--- config.mk ---
export PLATFORM = sky130hd
export DESIGN_NAME = fetch_unit
export DESIGN_NICKNAME = d
export VERILOG_FILES = /design/src/rtl/fetch_pkg.sv /design/src/rtl/fetch_fifo.sv /design/src/rtl/fetch_unit.sv
export SDC_FILE = /design/constraint.sdc
export NUM_CORES = 1
export LEC_CHECK = 0
export ABC_AREA = 1
export CORE_UTILIZATION = 50
export DETAILED_ROUTE_END_ITERATION = 12
export GPL_ROUTABILITY_DRIVEN = 0
export GPL_TIMING_DRIVEN = 0
export PLACE_DENSITY = 0.78
export SYNTH_ARGS = -nofsm -noshare
export SYNTH_HDL_FRONTEND = slang
export SYNTH_SLANG_ARGS = --single-unit
--- constraint.sdc ---
create_clock -name clk -period 4.9 [get_ports clk]
set_input_delay 1.47 -clock clk [delete_from_list [all_inputs] [get_ports clk]]
set_output_delay 1.47 -clock clk [all_outputs]
set_load 0.01 [all_outputs]
--- src/rtl/fetch_pkg.sv ---
// Shared types and constants for the instruction fetch stage.
// The entry struct here uses the default 32-bit widths; fetch_unit builds its own entry type from its parameters.
package fetch_pkg;

  localparam int INSTR_BYTES      = 4;
  localparam int FETCH_ADDR_WIDTH = 32;
  localparam int FETCH_DATA_WIDTH = 32;

  typedef enum logic [1:0] {
    RUN   = 2'd0,
    HALT  = 2'd1,
    FAULT = 2'd2
  } fetch_state_e;

  typedef struct packed {
    logic [FETCH_ADDR_WIDTH-1:0] pc;
    logic [FETCH_DATA_WIDTH-1:0] instr;
  } fetch_entry_t;

  // Instruction targets must sit on a word boundary.
  function automatic logic is_aligned(input logic [1:0] low_bits);
    return low_bits == 2'b00;
  endfunction

endpackage

--- src/rtl/fetch_fifo.sv ---
// Small synchronous prefetch FIFO of fetch entries with flush and async reset.
// The head reads as all-zero while the FIFO is empty.
module fetch_fifo
  import fetch_pkg::*;
#(
  parameter int  DEPTH   = 2,
  parameter type entry_t = fetch_entry_t
) (
  input  logic   clk,
  input  logic   rst,
  input  logic   i_push,
  input  logic   i_pop,
  input  logic   i_flush,
  input  entry_t i_wr_data,
  output entry_t o_head,
  output logic   o_full,
  output logic   o_empty
);

  localparam int            PW       = $clog2(DEPTH);
  localparam logic [PW:0]   FULL_CNT = (PW+1)'(DEPTH);

  entry_t          r_mem [DEPTH];
  logic [PW-1:0]   r_wr_ptr;
  logic [PW-1:0]   r_rd_ptr;
  logic [PW:0]     r_count;

  logic            w_push;
  logic            w_pop;

  assign o_full  = (r_count == FULL_CNT);
  assign o_empty = (r_count == '0);

  // A push into a full FIFO is only legal when the head leaves in the same cycle.
  assign w_push = i_push && (!o_full || i_pop);
  assign w_pop  = i_pop && !o_empty;

  always_ff @(posedge clk or posedge rst) begin
    if (rst) begin
      r_wr_ptr <= '0;
      r_rd_ptr <= '0;
      r_count  <= '0;
    end else if (i_flush) begin
      r_wr_ptr <= '0;
      r_rd_ptr <= '0;
      r_count  <= '0;
    end else begin
      if (w_push) r_wr_ptr <= r_wr_ptr + 1'b1;
      if (w_pop)  r_rd_ptr <= r_rd_ptr + 1'b1;
      case ({w_push, w_pop})
        2'b10:   r_count <= r_count + 1'b1;
        2'b01:   r_count <= r_count - 1'b1;
        default: r_count <= r_count;
      endcase
    end
  end

  always_ff @(posedge clk) begin
    if (w_push && !i_flush) r_mem[r_wr_ptr] <= i_wr_data;
  end

  assign o_head = o_empty ? entry_t'('0) : r_mem[r_rd_ptr];

endmodule

--- src/rtl/fetch_unit.sv ---
// Fetch stage: owns the PC, drives instruction memory, buffers fetched words
// and hands {pc, instr} to decode; handles redirects, end-of-program halt and misaligned-target faults.
module fetch_unit
  import fetch_pkg::*;
#(
  parameter int                    ADDR_WIDTH     = 32,
  parameter int                    DATA_WIDTH     = 32,
  parameter int                    PROGRAM_LENGTH = 10,
  parameter logic [ADDR_WIDTH-1:0] RESET_PC       = '0,
  parameter int                    FIFO_DEPTH     = 2
) (
  input  logic                  clk,
  input  logic                  rst,
  output logic [ADDR_WIDTH-1:0] read_address_o,
  input  logic [DATA_WIDTH-1:0] instruction_i,
  output logic                  valid_o,
  input  logic                  ready_i,
  output logic [DATA_WIDTH-1:0] instr_o,
  output logic [ADDR_WIDTH-1:0] pc_o,
  input  logic                  redirect_i,
  input  logic [ADDR_WIDTH-1:0] redirect_pc_i,
  output logic                  halted_o,
  output logic                  fault_o,
  output logic [ADDR_WIDTH-1:0] fault_pc_o,
  output fetch_state_e          state_o
);

  // Handshake to decode: the head entry transfers on a rising edge where
  // valid_o && ready_i; valid_o never depends on ready_i, and once raised it
  // stays up with stable data until accepted or flushed by a redirect.

  localparam int                    WORD_W     = ADDR_WIDTH - 2;
  localparam logic [WORD_W-1:0]     PROG_WORDS = WORD_W'(PROGRAM_LENGTH);
  localparam logic [ADDR_WIDTH-1:0] PC_STEP    = ADDR_WIDTH'(INSTR_BYTES);

  typedef struct packed {
    logic [ADDR_WIDTH-1:0] pc;
    logic [DATA_WIDTH-1:0] instr;
  } entry_t;

  logic [ADDR_WIDTH-1:0] r_pc;
  fetch_state_e          r_state;
  logic [ADDR_WIDTH-1:0] r_fault_pc;

  logic   w_in_range;
  logic   w_full;
  logic   w_empty;
  logic   w_pop;
  logic   w_push;
  entry_t w_wr_entry;
  entry_t w_head;

  assign w_in_range = (r_pc[ADDR_WIDTH-1:2] < PROG_WORDS);
  assign w_pop      = !w_empty && ready_i;
  assign w_push     = (r_state == RUN) && !redirect_i && w_in_range && (!w_full || w_pop);
  assign w_wr_entry = '{pc: r_pc, instr: instruction_i};

  fetch_fifo #(
    .DEPTH   (FIFO_DEPTH),
    .entry_t (entry_t)
  ) u_fifo (
    .clk       (clk),
    .rst       (rst),
    .i_push    (w_push),
    .i_pop     (w_pop),
    .i_flush   (redirect_i),
    .i_wr_data (w_wr_entry),
    .o_head    (w_head),
    .o_full    (w_full),
    .o_empty   (w_empty)
  );

  // Redirect outranks every state; a misaligned target parks the PC and faults.
  always_ff @(posedge clk or posedge rst) begin
    if (rst) begin
      r_pc       <= RESET_PC;
      r_state    <= RUN;
      r_fault_pc <= '0;
    end else if (redirect_i) begin
      if (is_aligned(redirect_pc_i[1:0])) begin
        r_pc    <= redirect_pc_i;
        r_state <= RUN;
      end else begin
        r_state    <= FAULT;
        r_fault_pc <= redirect_pc_i;
      end
    end else begin
      case (r_state)
        RUN: begin
          if (!w_in_range)  r_state <= HALT;
          else if (w_push)  r_pc    <= r_pc + PC_STEP;
        end
        HALT:    r_state <= HALT;
        FAULT:   r_state <= FAULT;
        default: r_state <= RUN;
      endcase
    end
  end

  assign read_address_o = r_pc;
  assign valid_o        = !w_empty;
  assign instr_o        = w_head.instr;
  assign pc_o           = w_head.pc;
  assign halted_o       = (r_state == HALT) && w_empty;
  assign fault_o        = (r_state == FAULT);
  assign fault_pc_o     = r_fault_pc;
  assign state_o        = r_state;

endmodule

==> impl_metrics.json <==
{
  "core_um2": 16700,
  "grt_pass1_vias": 6856,
  "slew_viol_final": 0,
  "drt-vias-per-instance": 5.32,
  "ir_drop_v": 0.000267,
  "grt_max_degree": 71,
  "overflow": 0,
  "relSlewSlack": 0.407,
  "synth_cell_types": 32,
  "clk_pin_slew_ns": 0.07,
  "cts_resized": 0,
  "grt_pass1_wl_mm": 35.0,
  "min_period_over_period": 0.849,
  "setup_ws_ns": 0.738,
  "cts_hold_buf": 0,
  "fp-row-count": 47,
  "hold_path_class": "flip-flop to flip-flop",
  "fin_skew_ns": 0.00972,
  "async_reset_ff_frac": 0.354,
  "crit_type": "flip-flop to primary output",
  "dieHeight_um": 133,
  "synth_nets": 943,
  "hold_ws_ns": 0.471,
  "rsz0062_at_grt": "no",
  "syn_area_um2": 8590,
  "avgSynthCellArea_um2": 9.82,
  "port_buffers": 200,
  "power.leakage_uw": 0.00454,
  "r2r_start": "read_address_o[6]",
  "dp_hpwl_mm": 15.8,
  "fmax_ghz": 0.240,
  "cts_buffers": 17,
  "cts_max_path_buffers": 2,
  "syn2layout_area_growth_pct": 35.3,
  "drt-initial-drc-count": 619,
  "h-tree-depth": 4,
  "required_ns": 3.43,
  "synth_top_flop_cell": "edfxtp_1",
  "power_density_nw_per_um2": 430,
  "start_kind": "flip-flop",
  "pre_cts_slack_ns": 1.10,
  "tightest_slew_ns": 0.887,
  "detail-route-antenna-nets": 0,
  "final_common_cell": "nand2_1",
  "dieArea_um2": 17700,
  "synth-seq-cells": 198,
  "root_buffer": "clkbuf_16",
  "power_uw": 5000,
  "drive_above_1_share": 0.0613,
  "nets": 1166,
  "cts_tree": "done",
  "period_minus_slack_ns": 4.16,
  "multi_input_comb_area_um2": 2600,
  "wl_per_cell_um": 16.8,
  "clock-sinks": 198,
  "crit_fanout": 10,
  "fillerInstances": 1284,
  "yosys_warnings": 0,
  "post-cts-setup-buffer-count": 0,
  "diodes": 0,
  "io_pins": 201,
  "die_w_um": 133,
  "ys_seq_area_frac": 0.652,
  "end_kind": "primary output",
  "synth_edf_count": 128,
  "crit_start": "u_fifo.r_rd_ptr",
  "drv_cap": 0,
  "finalHoldViolCount": 0,
  "arrival_ns": 2.69,
  "status": "complete, no violations",
  "final_cell_mix": "nand2_1, clkdlybuf4s50_1, edfxtp_1",
  "grtUsageTotal": 0.259,
  "regArea_um2": 5600,
  "setup-violations-final": 0,
  "drt-pass1-iter-count": 5,
  "min_from": "fault_pc_o[10]",
  "clk_latency_ns": 0.43,
  "vias": 7079,
  "grt_antenna_before_repair": 0,
  "syn_inst": 874,
  "drcViolationCount": 0,
  "initial_utilization": 0.514,
  "wl_mm": 22.3
}
synthesized netlist by cell type (2+ instances only):
cell	instances	share of area
a21oi_1	73	0.043
a22oi_2	7	0.010
buf_1	4	0.0017
buf_2	7	0.0041
buf_6	4	0.0052
clkbuf_1	23	0.010
dfrtp_1	70	0.20
edfxtp_1	128	0.45
inv_1	56	0.024
inv_2	4	0.0017
nand2_1	315	0.14
nand2_2	2	0.0015
nand3_1	33	0.019
nand3b_1	3	0.0026
nand4_1	6	0.0044
nor2_1	56	0.024
nor2_2	3	0.0022
nor3_1	14	0.0082
nor3_2	2	0.0023
o21ai_0	41	0.024
o21ai_1	8	0.0047
o22ai_1	3	0.0022
o32ai_1	2	0.0020
xnor2_1	2	0.0020
metrics by stage:
stage | area [µm²] | utilization | std cells | setup TNS [ns]
3_3_place_gp | 10900 | 0.651 | 1294 | -247.62
2_1_floorplan | 8590 | - | 874 | -1.89
3_5_place_dp | 11000 | 0.658 | 1298 | 0
4_1_cts | 11600 | 0.696 | 1330 | 0
5_1_grt | 11600 | 0.696 | 1330 | 0
6_report | 11600 | 0.696 | 1330 | 0
final cells by class:
cell class / count / area share
clock inverters: 13 / 0.0174
inverters: 60 / 0.0196
plain buffers: 38 / 0.0156
repair buffers: 204 / 0.181
flip-flops and latches: 198 / 0.482
clock buffers: 19 / 0.0373
multi-input cells: 578 / 0.224
well taps: 220 / 0.0237
flip-flops by register name, indices dropped and copies added (netlist names):
signal / count
read_address_o: 32
fault_pc_o: 32
u_fifo.r_wr_ptr: 1
u_fifo.r_count: 2
u_fifo.r_mem: 128
state_o: 2
u_fifo.r_rd_ptr: 1
power by group:
group          internal (µW)  total [µW]  switching, µW
registers               1890        2030            146
logic                    689        1470            783
clock network            906        1490            589
metal layers:
metal,routed length [µm],part of all wire,up-vias,track usage
met5,0,0,-,0
met4,600,0.027,0,0.105
met3,1920,0.086,46,0.0494
met2,10700,0.48,346,0.424
met1,9070,0.41,3318,0.340
li1,-,-,3369,-
critical path: stages, from the launching register on:
cell and delay (ns):
dfrtp_1 0.37, inv_1 0.10, clkbuf_1 0.45, buf_1 0.45, nand2_1 0.11, a21oi_1 0.18
clkdlybuf4s50_1 0.60
logic make-up after synthesis:
| logic type | share of synthesized area |
|---|---|
| AND/OR/NAND/NOR | 0.206 |
| flip-flops | 0.652 |
| AO/OA/AOI/OAI | 0.0905 |
| buffers and inverters | 0.0474 |
| XOR/XNOR | 0.00306 |
| adder cells (fa/ha/maj) | 0.00146 |
worst paths after layout:
path / to / slack [ns] / cells after the start
max reg2reg: u_fifo.r_mem[1][27] / 2.11 / 9
max: pc_o[15] / 0.74 / 6
min in group asynchronous: fault_pc_o[8] / 1.59 / 2
min reg2reg: fault_pc_o[10] / 0.47 / 2
max in group asynchronous: read_address_o[17] / 2.75 / 2
min: fault_pc_o[10] / 0.47 / 2
No activity file was read; power rests on OpenSTA's default activity.
